### src/rtl/wb_timeout_bridge_pkg.sv
// rtl/wb_timeout_bridge_pkg.sv - shared encodings and counter sizing for the WISHBONE timeout bridge
package wb_timeout_bridge_pkg;

    typedef enum logic [1:0] {
        IDLE = 2'd0,
        REQ  = 2'd1,
        RESP = 2'd2
    } state_e;

    typedef enum logic [1:0] {
        TERM_ACK = 2'd0,
        TERM_ERR = 2'd1,
        TERM_RTY = 2'd2
    } term_e;

    // Wide enough to hold TIMEOUT itself so the counter can saturate without wrapping.
    function automatic int ctr_width(input int timeout);
        return $clog2(timeout + 1);
    endfunction

endpackage

### src/rtl/wb_timeout_ctr.sv
// rtl/wb_timeout_ctr.sv - saturating wait-cycle counter with terminal count at TIMEOUT-1
module wb_timeout_ctr #(
    parameter int TIMEOUT = 255,
    parameter int CW      = 8
) (
    input  logic clk_i,
    input  logic rst_i,
    input  logic clr_i,
    input  logic en_i,
    output logic tc_o
);

    localparam logic [CW-1:0] CNT_MAX = CW'(TIMEOUT);
    localparam logic [CW-1:0] CNT_TC  = CW'(TIMEOUT - 1);

    logic [CW-1:0] cnt;

    always_ff @(posedge clk_i) begin
        if (rst_i || clr_i) begin
            cnt <= '0;
        end else if (en_i && (cnt != CNT_MAX)) begin
            cnt <= cnt + 1'b1;
        end
    end

    assign tc_o = (cnt == CNT_TC);

endmodule

### src/rtl/wb_timeout_bridge.sv
// rtl/wb_timeout_bridge.sv - registered WISHBONE bridge with forced error on timeout; optional WB_TIMEOUT_BRIDGE_CAPTURE_EN
module wb_timeout_bridge
    import wb_timeout_bridge_pkg::*;
#(
    parameter int ADDRESS_WIDTH = 16,
    parameter int DATA_WIDTH    = 32,
    parameter int TIMEOUT       = 255
) (
    input  logic                      clk_i,
    input  logic                      rst_i,
    input  logic                      s_cyc_i,
    input  logic                      s_stb_i,
    input  logic                      s_we_i,
    input  logic [ADDRESS_WIDTH-1:0]  s_adr_i,
    input  logic [DATA_WIDTH-1:0]     s_dat_i,
    input  logic [DATA_WIDTH/8-1:0]   s_sel_i,
    output logic                      s_ack_o,
    output logic                      s_err_o,
    output logic                      s_rty_o,
    output logic [DATA_WIDTH-1:0]     s_dat_o,
    output logic                      m_cyc_o,
    output logic                      m_stb_o,
    output logic                      m_we_o,
    output logic [ADDRESS_WIDTH-1:0]  m_adr_o,
    output logic [DATA_WIDTH-1:0]     m_dat_o,
    output logic [DATA_WIDTH/8-1:0]   m_sel_o,
    input  logic                      m_ack_i,
    input  logic                      m_err_i,
    input  logic                      m_rty_i,
    input  logic [DATA_WIDTH-1:0]     m_dat_i,
    output logic                      timeout_o
`ifdef WB_TIMEOUT_BRIDGE_CAPTURE_EN
    ,
    output logic [ADDRESS_WIDTH-1:0]  to_adr_o,
    output logic [15:0]               to_cnt_o
`endif
);

    localparam int CW = ctr_width(TIMEOUT);

    state_e state;
    term_e  term_sel;
    logic   term_hit;
    logic   tc;

    wb_timeout_ctr #(
        .TIMEOUT (TIMEOUT),
        .CW      (CW)
    ) u_ctr (
        .clk_i (clk_i),
        .rst_i (rst_i),
        .clr_i (state != REQ),
        .en_i  (state == REQ),
        .tc_o  (tc)
    );

    always_comb begin
        term_hit = m_err_i | m_rty_i | m_ack_i;
        term_sel = TERM_ACK;
        if (m_err_i) begin
            term_sel = TERM_ERR;
        end else if (m_rty_i) begin
            term_sel = TERM_RTY;
        end
    end

    always_ff @(posedge clk_i) begin
        if (rst_i) begin
            state     <= IDLE;
            s_ack_o   <= 1'b0;
            s_err_o   <= 1'b0;
            s_rty_o   <= 1'b0;
            s_dat_o   <= '0;
            m_cyc_o   <= 1'b0;
            m_stb_o   <= 1'b0;
            m_we_o    <= 1'b0;
            m_adr_o   <= '0;
            m_dat_o   <= '0;
            m_sel_o   <= '0;
            timeout_o <= 1'b0;
`ifdef WB_TIMEOUT_BRIDGE_CAPTURE_EN
            to_adr_o  <= '0;
            to_cnt_o  <= '0;
`endif
        end else begin
            s_ack_o   <= 1'b0;
            s_err_o   <= 1'b0;
            s_rty_o   <= 1'b0;
            timeout_o <= 1'b0;
            case (state)
                IDLE: begin
                    if (s_cyc_i && s_stb_i) begin
                        m_we_o  <= s_we_i;
                        m_adr_o <= s_adr_i;
                        m_dat_o <= s_dat_i;
                        m_sel_o <= s_sel_i;
                        m_cyc_o <= 1'b1;
                        m_stb_o <= 1'b1;
                        state   <= REQ;
                    end
                end
                REQ: begin
                    // A master abort beats everything and leaves the upstream unterminated.
                    if (!s_cyc_i) begin
                        m_cyc_o <= 1'b0;
                        m_stb_o <= 1'b0;
                        state   <= IDLE;
                    end else if (term_hit) begin
                        m_cyc_o <= 1'b0;
                        m_stb_o <= 1'b0;
                        s_dat_o <= (term_sel == TERM_ACK) ? m_dat_i : '0;
                        s_ack_o <= (term_sel == TERM_ACK);
                        s_err_o <= (term_sel == TERM_ERR);
                        s_rty_o <= (term_sel == TERM_RTY);
                        state   <= RESP;
                    end else if (tc) begin
                        m_cyc_o   <= 1'b0;
                        m_stb_o   <= 1'b0;
                        s_dat_o   <= '0;
                        s_err_o   <= 1'b1;
                        timeout_o <= 1'b1;
                        state     <= RESP;
`ifdef WB_TIMEOUT_BRIDGE_CAPTURE_EN
                        to_adr_o  <= m_adr_o;
                        if (to_cnt_o != 16'hFFFF) begin
                            to_cnt_o <= to_cnt_o + 16'd1;
                        end
`endif
                    end
                end
                RESP: begin
                    state <= IDLE;
                end
                default: begin
                    state <= IDLE;
                end
            endcase
        end
    end

endmodule

### config.mk
export PLATFORM = sky130hd
export DESIGN_NAME = wb_timeout_bridge
export DESIGN_NICKNAME = d
export VERILOG_FILES = /design/src/rtl/wb_timeout_bridge_pkg.sv /design/src/rtl/wb_timeout_ctr.sv /design/src/rtl/wb_timeout_bridge.sv
export SDC_FILE = /design/constraint.sdc
export NUM_CORES = 1
export LEC_CHECK = 0
export CAP_MARGIN = 20
export CORE_AREA = 2 2 77 115
export CTS_BUF_LIST = sky130_fd_sc_hd__clkbuf_8
export CTS_CLUSTER_DIAMETER = 60
export CTS_CLUSTER_SIZE = 12
export DETAILED_ROUTE_END_ITERATION = 6
export DIE_AREA = 0 0 79 117
export PLACE_DENSITY = 0.87
export SLEW_MARGIN = 10
export SYNTH_ARGS = -nofsm -noshare
export SYNTH_HDL_FRONTEND = slang
export SYNTH_SLANG_ARGS = --single-unit
### constraint.sdc
create_clock -name clk_i -period 6.91 [get_ports clk_i]
set_clock_uncertainty 0.05 [all_clocks]
set_input_delay 1.7275 -clock clk_i [delete_from_list [all_inputs] [get_ports clk_i]]
set_output_delay 1.7275 -clock clk_i [all_outputs]
set_load 0.01 [all_outputs]
==> results.ini <==
[die]
num_rows=41
die_y_um=117
start_util_pct=41.6
die_w_um=79
core_area_um2=8310
die_area_um2=9240
pin_count=183

[grt]
antenna_found_initial=0
grt_pass1_vias=3100
gr-total-overflow=0
grt_pass1_wl_um=14500
track_usage_pct=19.8
grt_max_degree=61

[synthesis]
syn_area_per_cell_um2=9.16
ys_seq_area_share_pct=57.8
synthArstFlopShare_pct=0
yosys.cell_types.count=30
synth_ff_type=dfxtp_1
ys_seq_elements=100
mappedNetlistArea_um2=3460
synth-edff-count=0
synth_cells=378
yosysWarningCount=0
yosys-top-cells-area=dfxtp_1 58%, nand2_1 12%, a22o_1 8.1%
synth_nets=472
yosysTopAreaCell=dfxtp_1
synth_top_area_share_pct=57.8

[clocking]
clockBufferDepth=2
clk_pin_slew_worst_paths_ns=0.09
cts_setup_buffers=0
cts_hold_buf=0
cts_root_buf=clkbuf_8
ctsHtreeMaxLevel=3
cts_tree=yes
cts_resized=0
cts_made_buffers=9
clock_sinks=100
worst_skew_pair.late_latency_ns=0.35

[sta]
report.final.slew_viol_count=0
slew_headroom_pct=29.0
finalCriticalPeriod_ns=3.89
max_clock_freq_ghz=0.257
setup_ws_ns=3.02
tightest_slew_ns=1.07
setup-tns-final_ns=0
finalCritPeriodShare_pct=56.3
rsz0062_at_grt=false
hold_violations=0
setup_viol=0

[power]
p_per_area_nw_per_um2=213
clock_power_share_pct=37.6
leakage_nw=2.02
power.share.sequential_pct=50.7
peakVddDrop_mv=0.185
p_int_w=0.000928
netSwitchingFraction_pct=21.8
p_comb_share_pct=11.7
p_sw_w=0.000258

[finish]
syn_to_final_growth_pct=61.1
fin_cells=656
mostFrequentLayoutCell=clkdlybuf4s50_1
drive_gt1_share_pct=4.19
nets=638
post-route-util_pct=67.1
layout_common_cells=181 x clkdlybuf4s50_1, 111 x nand2_1, 100 x dfxtp_1
antenna_cells=0

[placement]
io_buffers=182
place_congestion=0.824
dp_hpwl_um=6520
placed_cells=638
pre_cts_ws_ns=2.25

[detailed_routing]
vias=3319
dr_wl_met3_um=847
wirelength_um=9420
met2_length_um=4680
drtAntennaViolNets=0
wire_per_inst_um=14.4
drtPass1Iterations=4
met1Wirelength_um=3710
drt_iter0_markers=146
vias_per_cell=5.06
drc=0
highest-signal-layer=met4

[worst_setup_path]
cp_data_arrival_time_ns=4.14
crit_path_top_delay_cell=or3b_1
cp-start-kind=input pin
critical-path-max-stage-delay_ns=0.64
worstSetupPathType=input pin to flop
required_ns=7.15
crit_path_end_kind=flop
crit_fanout=60
path_cells=buf_2, or3b_1, or3b_4, nor3b_4, buf_16, a22o_1

[run_status]
status=finished clean

[min_path]
hold_path_class=flop to flop

[run]
drv_cap=0

## cells in the mapped netlist, drive strengths merged, types with 3 or more instances
library cell    n
nor2           10
and3            3
inv             3
nor3            5
buf             7
clkbuf         22
nor3b           3
xnor2           3
a211oi          4
dfxtp         100
a31oi           4
a22o           32
nand2         111
nand3           4
a21oi          53
## power by group through the flow
stage	Combinational (W)	Sequential [W]	Clock, W
3_3_place_gp	0.000135	0.000613	0
6_report	0.000139	0.000601	0.000446
3_5_place_dp	0.000137	0.000614	0
5_1_grt	0.000150	0.000603	0.000479
2_1_floorplan	0.0000389	0.000621	0
4_1_cts	0.000138	0.000601	0.000458
## flip-flops by register name, indices dropped and copies added (netlist names)
name       cells
s_rty_o        1
m_stb_o        1
m_dat_o       32
s_err_o        1
m_we_o         1
state          2
m_adr_o       16
m_sel_o        4
s_dat_o       32
timeout_o      1
u_ctr.cnt      8
s_ack_o        1
## critical path: cells and delay by family
family                 cells  cell delay (ns)
AOI/OAI and AO/OA          1             0.17
buffers and inverters      2             0.65
and+or+nand+nor            3             1.56
## cells by family (layout without fill, tap and decap cells)
| kind of cell | Yosys count | count (layout) | synth area share [%] |
|---|---|---|---|
| fa+ha+maj | 2 | 2 | 0.723 |
| compound gates | 98 | 98 | 18.6 |
| xor+xnor | 3 | 3 | 0.759 |
| buf+inv | 32 | 203 | 4.52 |
| simple gates | 143 | 143 | 17.5 |
| flops | 100 | 100 | 57.8 |
## stage by stage
step                      instance area [µm²]  total power (W)  hold WS, ns
after floorplan                          3460         0.000660        0.422
after detailed placement                 5270         0.000751        0.396
after global placement                   5270         0.000748        0.391
after global routing                     5580          0.00123        0.429
after CTS                                5520          0.00120        0.409
final                                    5580          0.00119        0.407
## layout make-up
cell class,instances,area [µm²]
fill,655,2730
sequential,100,2000
timing repair buffer,184,1870
multi-input combinational,246,1310
clock buffer,10,138
tap,107,134
clock inverter,6,111
inverter,3,11.3
## path summary, 6_finish.rpt
| kind | start | end | slack [ns] | cells after the start |
|---|---|---|---|---|
| worst max-delay path | rst_i | s_dat_o[29] | 3.02 | 6 |
| worst min-delay path | m_dat_o[10] | m_dat_o[10] | 0.41 | 2 |
| worst max register to register | state[0] | s_dat_o[29] | 4.59 | 5 |
| worst min register to register | m_dat_o[10] | m_dat_o[10] | 0.41 | 2 |
## metal layers
metal	global-route usage, %	vias to the layer above
met3	5.29	17
met5	0	-
met2	33.1	158
met4	9.66	0
met1	23.5	1526
li1	-	1618
No activity file was read; power rests on OpenSTA's default activity.
